===== src/rtl/video_cmd_controller.sv =====
// -----------------------------------------------------------------------------
// video_cmd_controller
//
// Configuration controller sitting between the UART receive path and the video
// pipeline. Framed write commands (SYNC, ADDR, DATA, CHK) are parsed out of the
// received byte stream into four staged configuration registers. Staged values
// reach the active outputs only on the frame (vblank) strobe, so the pattern
// generator never sees a mid-frame change. Every complete command produces one
// ACK or NAK byte on the TX handshake.
//
// Ports
//   i_clk           system clock
//   i_reset         asynchronous, active-high reset
//   i_rx_byte       received byte, qualified by i_rx_valid
//   i_rx_valid      one-cycle strobe, new byte on i_rx_byte
//   i_frame_strobe  one-cycle pulse at vblank; commit point for staged regs
//   o_tx_byte       response byte, stable while o_tx_valid is high
//   o_tx_valid      response available; held until i_tx_ready
//   i_tx_ready      TX side takes o_tx_byte this cycle when o_tx_valid is high
//   o_cfg_pattern   active reg 0 (pattern select in [3:0])
//   o_cfg_fg        active reg 1 (foreground RGB332)
//   o_cfg_bg        active reg 2 (background RGB332)
//   o_cfg_ctrl      active reg 3 (misc control)
//   o_pending       per-register flag: staged value not yet committed
//   o_err_count     saturating count of NAKs, timeouts and dropped bytes
// -----------------------------------------------------------------------------
module video_cmd_controller #(
  parameter int unsigned TIMEOUT_CYCLES = 25000,
  parameter logic [7:0]  SYNC_BYTE      = 8'hA5,
  parameter logic [7:0]  ACK_BYTE       = 8'h06,
  parameter logic [7:0]  NAK_BYTE       = 8'h15
) (
  input  logic       i_clk,
  input  logic       i_reset,
  input  logic [7:0] i_rx_byte,
  input  logic       i_rx_valid,
  input  logic       i_frame_strobe,
  output logic [7:0] o_tx_byte,
  output logic       o_tx_valid,
  input  logic       i_tx_ready,
  output logic [7:0] o_cfg_pattern,
  output logic [7:0] o_cfg_fg,
  output logic [7:0] o_cfg_bg,
  output logic [7:0] o_cfg_ctrl,
  output logic [3:0] o_pending,
  output logic [7:0] o_err_count
);

  localparam int TW = $clog2(TIMEOUT_CYCLES);

  typedef enum logic [2:0] {
    S_IDLE,
    S_ADDR,
    S_DATA,
    S_CHK,
    S_RESP
  } state_t;

  state_t         state, state_next;
  logic [7:0]     addr_q, data_q;
  logic [TW-1:0]  tmo_cnt;
  logic [7:0]     staged [4];
  logic [7:0]     active [4];
  logic [3:0]     pending;
  logic [7:0]     tx_byte;
  logic [7:0]     err_count;

  logic           chk_ok;
  logic           tmo_hit;
  logic           cmd_ok;
  logic           cmd_bad;
  logic           drop;
  logic           timeout;
  logic           err_evt;
  logic [1:0]     wr_idx;

  // The full 8-bit address is kept so out-of-range addresses can be rejected.
  assign chk_ok  = (i_rx_byte == (addr_q ^ data_q)) && (addr_q <= 8'd3);
  assign tmo_hit = (tmo_cnt == TW'(TIMEOUT_CYCLES - 1));
  assign wr_idx  = addr_q[1:0];

  // ---------------------------------------------------------------------------
  // Next-state and per-cycle event decode
  // ---------------------------------------------------------------------------
  always_comb begin
    // NOTE: every output of this block gets a default first, so no path
    // through the case statement can leave a signal unassigned (no latches).
    state_next = state;
    cmd_ok     = 1'b0;
    cmd_bad    = 1'b0;
    drop       = 1'b0;
    timeout    = 1'b0;

    unique case (state)
      S_IDLE: begin
        if (i_rx_valid && (i_rx_byte == SYNC_BYTE)) state_next = S_ADDR;
      end

      S_ADDR: begin
        // A SYNC value here is an address byte; no resynchronisation.
        if (i_rx_valid)   state_next = S_DATA;
        else if (tmo_hit) begin
          timeout    = 1'b1;
          state_next = S_IDLE;
        end
      end

      S_DATA: begin
        if (i_rx_valid)   state_next = S_CHK;
        else if (tmo_hit) begin
          timeout    = 1'b1;
          state_next = S_IDLE;
        end
      end

      S_CHK: begin
        if (i_rx_valid) begin
          state_next = S_RESP;
          cmd_ok     = chk_ok;
          cmd_bad    = !chk_ok;
        end else if (tmo_hit) begin
          timeout    = 1'b1;
          state_next = S_IDLE;
        end
      end

      S_RESP: begin
        // Bytes arriving while a response is outstanding are discarded.
        drop = i_rx_valid;
        if (i_tx_ready) state_next = S_IDLE;
      end

      default: state_next = S_IDLE;
    endcase
  end

  // The three error sources live in mutually exclusive states, but they are
  // merged into one event so a cycle can never add more than one.
  assign err_evt = cmd_bad | drop | timeout;

  // ---------------------------------------------------------------------------
  // State register, command capture and timeout counter
  // ---------------------------------------------------------------------------
  always_ff @(posedge i_clk or posedge i_reset) begin
    if (i_reset) begin
      state   <= S_IDLE;
      addr_q  <= 8'h00;
      data_q  <= 8'h00;
      tmo_cnt <= '0;
    end else begin
      // NOTE: sequential state uses non-blocking assignments so every register
      // here samples pre-edge values, independent of statement order.
      state <= state_next;
      if (i_rx_valid && (state == S_ADDR)) addr_q <= i_rx_byte;
      if (i_rx_valid && (state == S_DATA)) data_q <= i_rx_byte;

      if (i_rx_valid || timeout || (state == S_IDLE) || (state == S_RESP))
        tmo_cnt <= '0;
      else
        tmo_cnt <= tmo_cnt + 1'b1;
    end
  end

  // ---------------------------------------------------------------------------
  // Staged / active register file with frame-synchronous commit
  // ---------------------------------------------------------------------------
  always_ff @(posedge i_clk or posedge i_reset) begin
    if (i_reset) begin
      // NOTE: only four bytes each, and the outputs must read 0 straight out
      // of reset, so these arrays are reset like ordinary flops rather than
      // being left as uninitialised storage.
      for (int i = 0; i < 4; i++) begin
        staged[i] <= 8'h00;
        active[i] <= 8'h00;
      end
      pending <= 4'b0000;
    end else begin
      for (int i = 0; i < 4; i++) begin
        // Commit reads staged[] before this edge's write lands, so a write
        // coinciding with the strobe waits for the next strobe.
        if (i_frame_strobe && pending[i]) active[i] <= staged[i];

        if (cmd_ok && (wr_idx == 2'(i))) begin
          staged[i]  <= data_q;
          pending[i] <= 1'b1;
        end else if (i_frame_strobe) begin
          pending[i] <= 1'b0;
        end
      end
    end
  end

  // ---------------------------------------------------------------------------
  // Response byte and error counter
  // ---------------------------------------------------------------------------
  always_ff @(posedge i_clk or posedge i_reset) begin
    if (i_reset) begin
      tx_byte   <= 8'h00;
      err_count <= 8'h00;
    end else begin
      if (cmd_ok)       tx_byte <= ACK_BYTE;
      else if (cmd_bad) tx_byte <= NAK_BYTE;

      if (err_evt && (err_count != 8'hFF)) err_count <= err_count + 8'd1;
    end
  end

  assign o_tx_valid    = (state == S_RESP);
  assign o_tx_byte     = tx_byte;
  assign o_cfg_pattern = active[0];
  assign o_cfg_fg      = active[1];
  assign o_cfg_bg      = active[2];
  assign o_cfg_ctrl    = active[3];
  assign o_pending     = pending;
  assign o_err_count   = err_count;

endmodule


===== config.mk =====
export PLATFORM = sky130hd
export DESIGN_NAME = video_cmd_controller
export DESIGN_NICKNAME = d
export VERILOG_FILES = /design/src/rtl/video_cmd_controller.sv
export SDC_FILE = /design/constraint.sdc
export NUM_CORES = 1
export LEC_CHECK = 0
export CAP_MARGIN = 20
export CELL_PAD_IN_SITES_DETAIL_PLACEMENT = 1
export CELL_PAD_IN_SITES_GLOBAL_PLACEMENT = 1
export CORE_MARGIN = 4
export CORE_UTILIZATION = 35
export CTS_BUF_LIST = sky130_fd_sc_hd__clkbuf_4 sky130_fd_sc_hd__clkbuf_8 sky130_fd_sc_hd__clkbuf_16
export DETAILED_ROUTE_END_ITERATION = 10
export DONT_BUFFER_PORTS = 1
export GPL_ROUTABILITY_DRIVEN = 0
export PLACE_DENSITY = 0.67
export SETUP_SLACK_MARGIN = 0.15
export SLEW_MARGIN = 25
export SYNTH_ARGS = -nofsm -noshare
export SYNTH_HDL_FRONTEND = slang
export SYNTH_SLANG_ARGS = --single-unit

===== constraint.sdc =====
create_clock -name i_clk -period 3.6 [get_ports i_clk]
set_input_delay 0.54 -clock i_clk [delete_from_list [all_inputs] [get_ports i_clk]]
set_output_delay 0.54 -clock i_clk [all_outputs]
set_load 0.01 [all_outputs]

# ---- After elaboration in Yosys (flattened, before gate mapping)
# Index checks and enable logic that the tools add are counted.
dict set report classes {
  n_addsub 2
  n_lt_le_gt_ge 1
  eq_ne 13
  n_mux 23
  n_bitwise 3
  reduce_logical 26
}
# operator count
set op_table {}
lappend op_table {{$mux 3} 6}
lappend op_table {{$mux 8} 2}
lappend op_table {{$add 15x1->15 const B} 1}
lappend op_table {{$eq 15x15->1 const B} 1}
lappend op_table {{$mux 15} 1}
lappend op_table {{$pmux 3 s5} 1}
lappend op_table {{$logic_and 1x1->1} 13}
lappend op_table {{$mux 1} 13}
lappend op_table {{$reduce_bool 2->1} 5}
lappend op_table {{$add 8x1->8 const B} 1}
lappend op_table {{$eq 8x8->1} 1}
lappend op_table {{$eq 8x8->1 const B} 1}
lappend op_table {{$le 8x2->1 const B} 1}
lappend op_table {{$ne 8x8->1 const B} 1}
lappend op_table {{$xor 8x8->8} 1}
lappend op_table {{$eq 3x2->1 const B} 2}
lappend op_table {{$eq 2x2->1 const B} 2}
lappend op_table {{$eq 3x1->1 const B} 1}
lappend op_table {{$eq 3x3->1 const B} 1}
lappend op_table {{$logic_not 3->1} 1}
lappend op_table {{$logic_or 1x1->1} 3}
lappend op_table {{$reduce_or 3->1} 1}
lappend op_table {{$eq 2x1->1 const B} 1}
lappend op_table {{$logic_not 2->1} 1}
lappend op_table {{5 further kinds} 6}
dict set report word_totals {
  ff_bits 118
  out_inout_bits 53
  word_cells 86
}

# ---- Logic depth before layout (Yosys ltp)
dict set report logic_depth {
  depth_word 9
  depth_mapped 8
  mapped_depth_nobuf 7
}

# ---- Least setup slack after synthesis
# No wires, ideal clock.
dict set report synth_timing {
  path_kind {input-to-reg}
  from {input i_rx_byte[7]}
  to {register staged[24] (netlist bit)}
  setup_ps 125
  arrival_ps 2354
  slack_ps 1121
  stages 6
  n_path_buf 0
  path_cell_list {xnor2_1 -> nand2_1 -> a2111o_1 -> nor4_4 -> nor4b_4 -> mux2_2}
}
dict set report synth_between {
  elab_chain_cells 5
}
# item line_no
set synth_rtl {}
lappend synth_rtl {{start: declaration} 35} ;# input logic [7:0] i_rx_byte,
lappend synth_rtl {{$eq 8x8->1} 78} ;# assign chk_ok = (i_rx_byte == (addr_q ^ data_q)) && (addr_q <= 8'd3);
lappend synth_rtl {{$logic_and 1x1->1} 78}
lappend synth_rtl {{$mux 1} 117} ;# if (i_rx_valid) begin
lappend synth_rtl {{$mux 1} 94} ;# unique case (state)
lappend synth_rtl {{$logic_and 1x1->1} 183} ;# if (cmd_ok && (wr_idx == 2'(i))) begin
lappend synth_rtl {{end signal: indexed assignment} 184} ;# staged[i] <= data_q;
lappend synth_rtl {{end: declaration} 62} ;# logic [7:0] staged [4];
# No other way between the ends.
# A chain may end at the register's enable or synchronous reset.

# ---- Worst setup path after layout
dict set report layout_timing {
  from {register data_q[4]}
  to {register staged[24] (netlist bit)}
}
dict set report layout_between {
  elab_chain_cells 6
}
# item line_no
set layout_rtl {}
lappend layout_rtl {{start: declaration} 60} ;# logic [7:0] addr_q, data_q;
lappend layout_rtl {{start signal: assignment} 155} ;# if (i_rx_valid && (state == S_DATA)) data_q <= i_rx_byte;
lappend layout_rtl {{$xor 8x8->8} 78}
lappend layout_rtl {{$eq 8x8->1} 78}
lappend layout_rtl {{$logic_and 1x1->1} 78}
lappend layout_rtl {{$mux 1} 117}
lappend layout_rtl {{$mux 1} 94}
lappend layout_rtl {{$logic_and 1x1->1} 183}
# No other way between the ends.

==> reports/metrics.yaml <==
ys_types: 42
dr_total_vias: 2844
fp.dieW_um: 125.3
routedWlPerCell_um: 18.63
hold_violations: 0
io_buffers: 0
cts_resized: 0
drc: 0
syn_area_mm2: 0.004820
core.rowCount: 42
finalCriticalPeriod_ns: 2.806
antenna_cells: 0
cts_buffer_depth: 2
clk_latency_ns: 0.41
num-nets-final: 392
drive_gt1_frac: 0.3154
cp.arrival_ns: 3.10
report.power.total_mw: 3.752
worst_pin_slew_ns: 0.7693
h-tree-depth: 4
path_clk_slew_ns: 0.06
synth.avg_cell_area_um2: 13.17
powerDensity_mw_per_mm2: 668.0
hp-class: "input port to asynchronous set/reset pin"
ys_warn_count: 0
final_max_slew_viol_count: 0
worst_ep_required_time_ns: 3.89
regArea_mm2: 0.002828
final_cell_mix: "113 x dfrtp_1, 84 x mux2_2, 25 x nand2_1"
cts_hold_buf: 0
root_buffer: "clkbuf_16"
max_freq_mhz: 356.4
final_common_cell: "dfrtp_1"
ys_ff_latch: 113
reg2reg_from: "data_q[4]$_DFFE_PP0P_"
initial_utilization: 0.3611
setup-tns-final_ns: 0
area_growth_pct: 16.54
overflow: 0
pin_count: 66
clock_skew_ns: 0.009250
ff2ff_setup_slack_ns: 0.79
cts_tree: "done"
grt_pass1_wl_um: 17340
startpoint: "data_q[4]$_DFFE_PP0P_"
fin_crit_sh: 0.7795
outcome: "complete, no violations"
grt_pass1_vias: 3089
drtPass1Iterations: 4
postCtsSetupBuffers: 0
path_max_fanout: 9
dp_hpwl_um: 7236
drt_iter0_drc: 182
peakVddDrop_mv: 0.3748
setup-violations-final: 0
ant_nets: 0
dieArea_mm2: 0.01571
cts_sinks: 113
track_usage: 0.1440
syn_inst: 366
start_kind: "register"
grt_max_degree: 85
multiInputGateArea_mm2: 0.001901
path_class: "register to register"
antenna_found_initial: 0
drt_wl_total_um: 10550
power_leakage_nw: 2.657
num-fill-cells: 1394
vias_per_cell: 5.025
drv_cap: 0
synth_seq_area_share: 0.5867
rsz0062_at_grt: "no"
core-area_mm2: 0.01335
die_h_um: 125.3
cts_buffers: 17
slew_headroom: 0.4852
cp-end-kind: "register"
==> through the flow <==
step | worst slack [ns] | cells | hold WS [ns] | utilization | area [um^2]
6_report | 0.7938 | 566 | 0.09327 | 0.4208 | 5617
3_5_place_dp | 0.7571 | 534 | 0.4781 | 0.3756 | 5014
5_1_grt | 0.5759 | 566 | 0.1276 | 0.4208 | 5617
4_1_cts | 0.7231 | 566 | 0.1025 | 0.4208 | 5617
2_1_floorplan | 1.121 | 369 | 0.4479 | - | 4835
3_3_place_gp | 0.8101 | 534 | 0.4651 | 0.3756 | 5014
==> power breakdown <==
part,internal (mW),switching [mW],total [mW]
Combinational,0.215,0.225,0.440
Sequential,1.40,0.236,1.63
Clock,1.08,0.595,1.68
Total,2.70,1.06,3.75
==> metal layers <==
layer | global-route usage | share of wire | vias to the layer above
li1 | - | - | 1298
met1 | 0.1707 | 0.42 | 1466
met2 | 0.2290 | 0.49 | 66
met3 | 0.07122 | 0.073 | 14
met4 | 0.04911 | 0.016 | 0
met5 | 0 | 0 | -
==> flip-flops by register name, summed over array words and instances (netlist names) <==
signal and flops:
addr_q 8, data_q 8, o_cfg_bg 8, o_cfg_ctrl 8, o_cfg_fg 8, o_cfg_pattern 8
o_err_count 8, o_pending 4, o_tx_byte 3, staged 32, state 3, tmo_cnt 15
==> critical path: stages, from the launching register on <==
cell and delay, ns:
dfrtp_1 0.50, xnor2_1 0.20, a2111o_1 0.49, nor4_4 0.48
nor4b_4 0.61, mux2_2 0.41
==> synthesized netlist by cell type, drive strengths merged <==
cell    number  area share
a2111o       1      0.0023
a211o        1      0.0018
a211oi       2      0.0031
a21boi       2      0.0031
a21o         3      0.0047
a21oi        3      0.0031
a22oi        2      0.0031
a31oi        1      0.0013
and3         9       0.012
and3b        1      0.0018
and4b        1      0.0021
buf          6      0.0088
clkbuf       7      0.0055
conb         1     0.00078
dfrtp      113        0.59
ha           2      0.0052
inv          9      0.0070
mux2        84        0.20
nand2       25       0.019
nand2b       3      0.0039
nand3        8      0.0083
nand3b       1      0.0016
nand4        3      0.0039
nand4b       2      0.0036
nor2        23       0.018
nor2b        3      0.0039
nor3         2      0.0021
nor4         3      0.0070
nor4b        1      0.0049
nor4bb       2      0.0042
o21a         1      0.0016
o21ai        6      0.0062
o311a        1      0.0021
o41ai        1      0.0018
or2          1      0.0013
or3          2      0.0026
or4b         1      0.0021
or4bb        1      0.0023
xnor2       17       0.031
xor2        11       0.020
==> path summary, 6_finish.rpt <==
path	to	cells after the start
max in group asynchronous	staged[31]$_DFFE_PP0P_	2
worst max-delay path	staged[24]$_DFFE_PP0P_	5
worst max register to register	staged[24]$_DFFE_PP0P_	5
worst min-delay path	tmo_cnt[8]$_DFF_PP0_	1
min in group i_clk	state[2]$_DFFE_PP0P_	1
worst min register to register	tmo_cnt[0]$_DFF_PP0_	1
==> cell families (layout without fill, tap and decap cells) <==
kind of cell | after synthesis | count (layout) | synth area share
flops | 113 | 113 | 0.5867
other cells | 1 | 4 | 0.0007781
buf+inv | 22 | 43 | 0.02129
fa+ha+maj | 2 | 2 | 0.005191
mux | 84 | 84 | 0.1963
compound gates | 24 | 24 | 0.03427
xor+xnor | 28 | 28 | 0.05088
simple gates | 92 | 92 | 0.1046
==> layout make-up <==
class	count	share of cell area
clock inverters	11	0.02295
multi-input cells	234	0.3384
inverters	9	0.006683
flip-flops and latches	113	0.5035
well taps	176	0.03921
repair buffers	2	0.004901
clock buffers	21	0.08443
No activity file was read; power rests on OpenSTA's default activity.
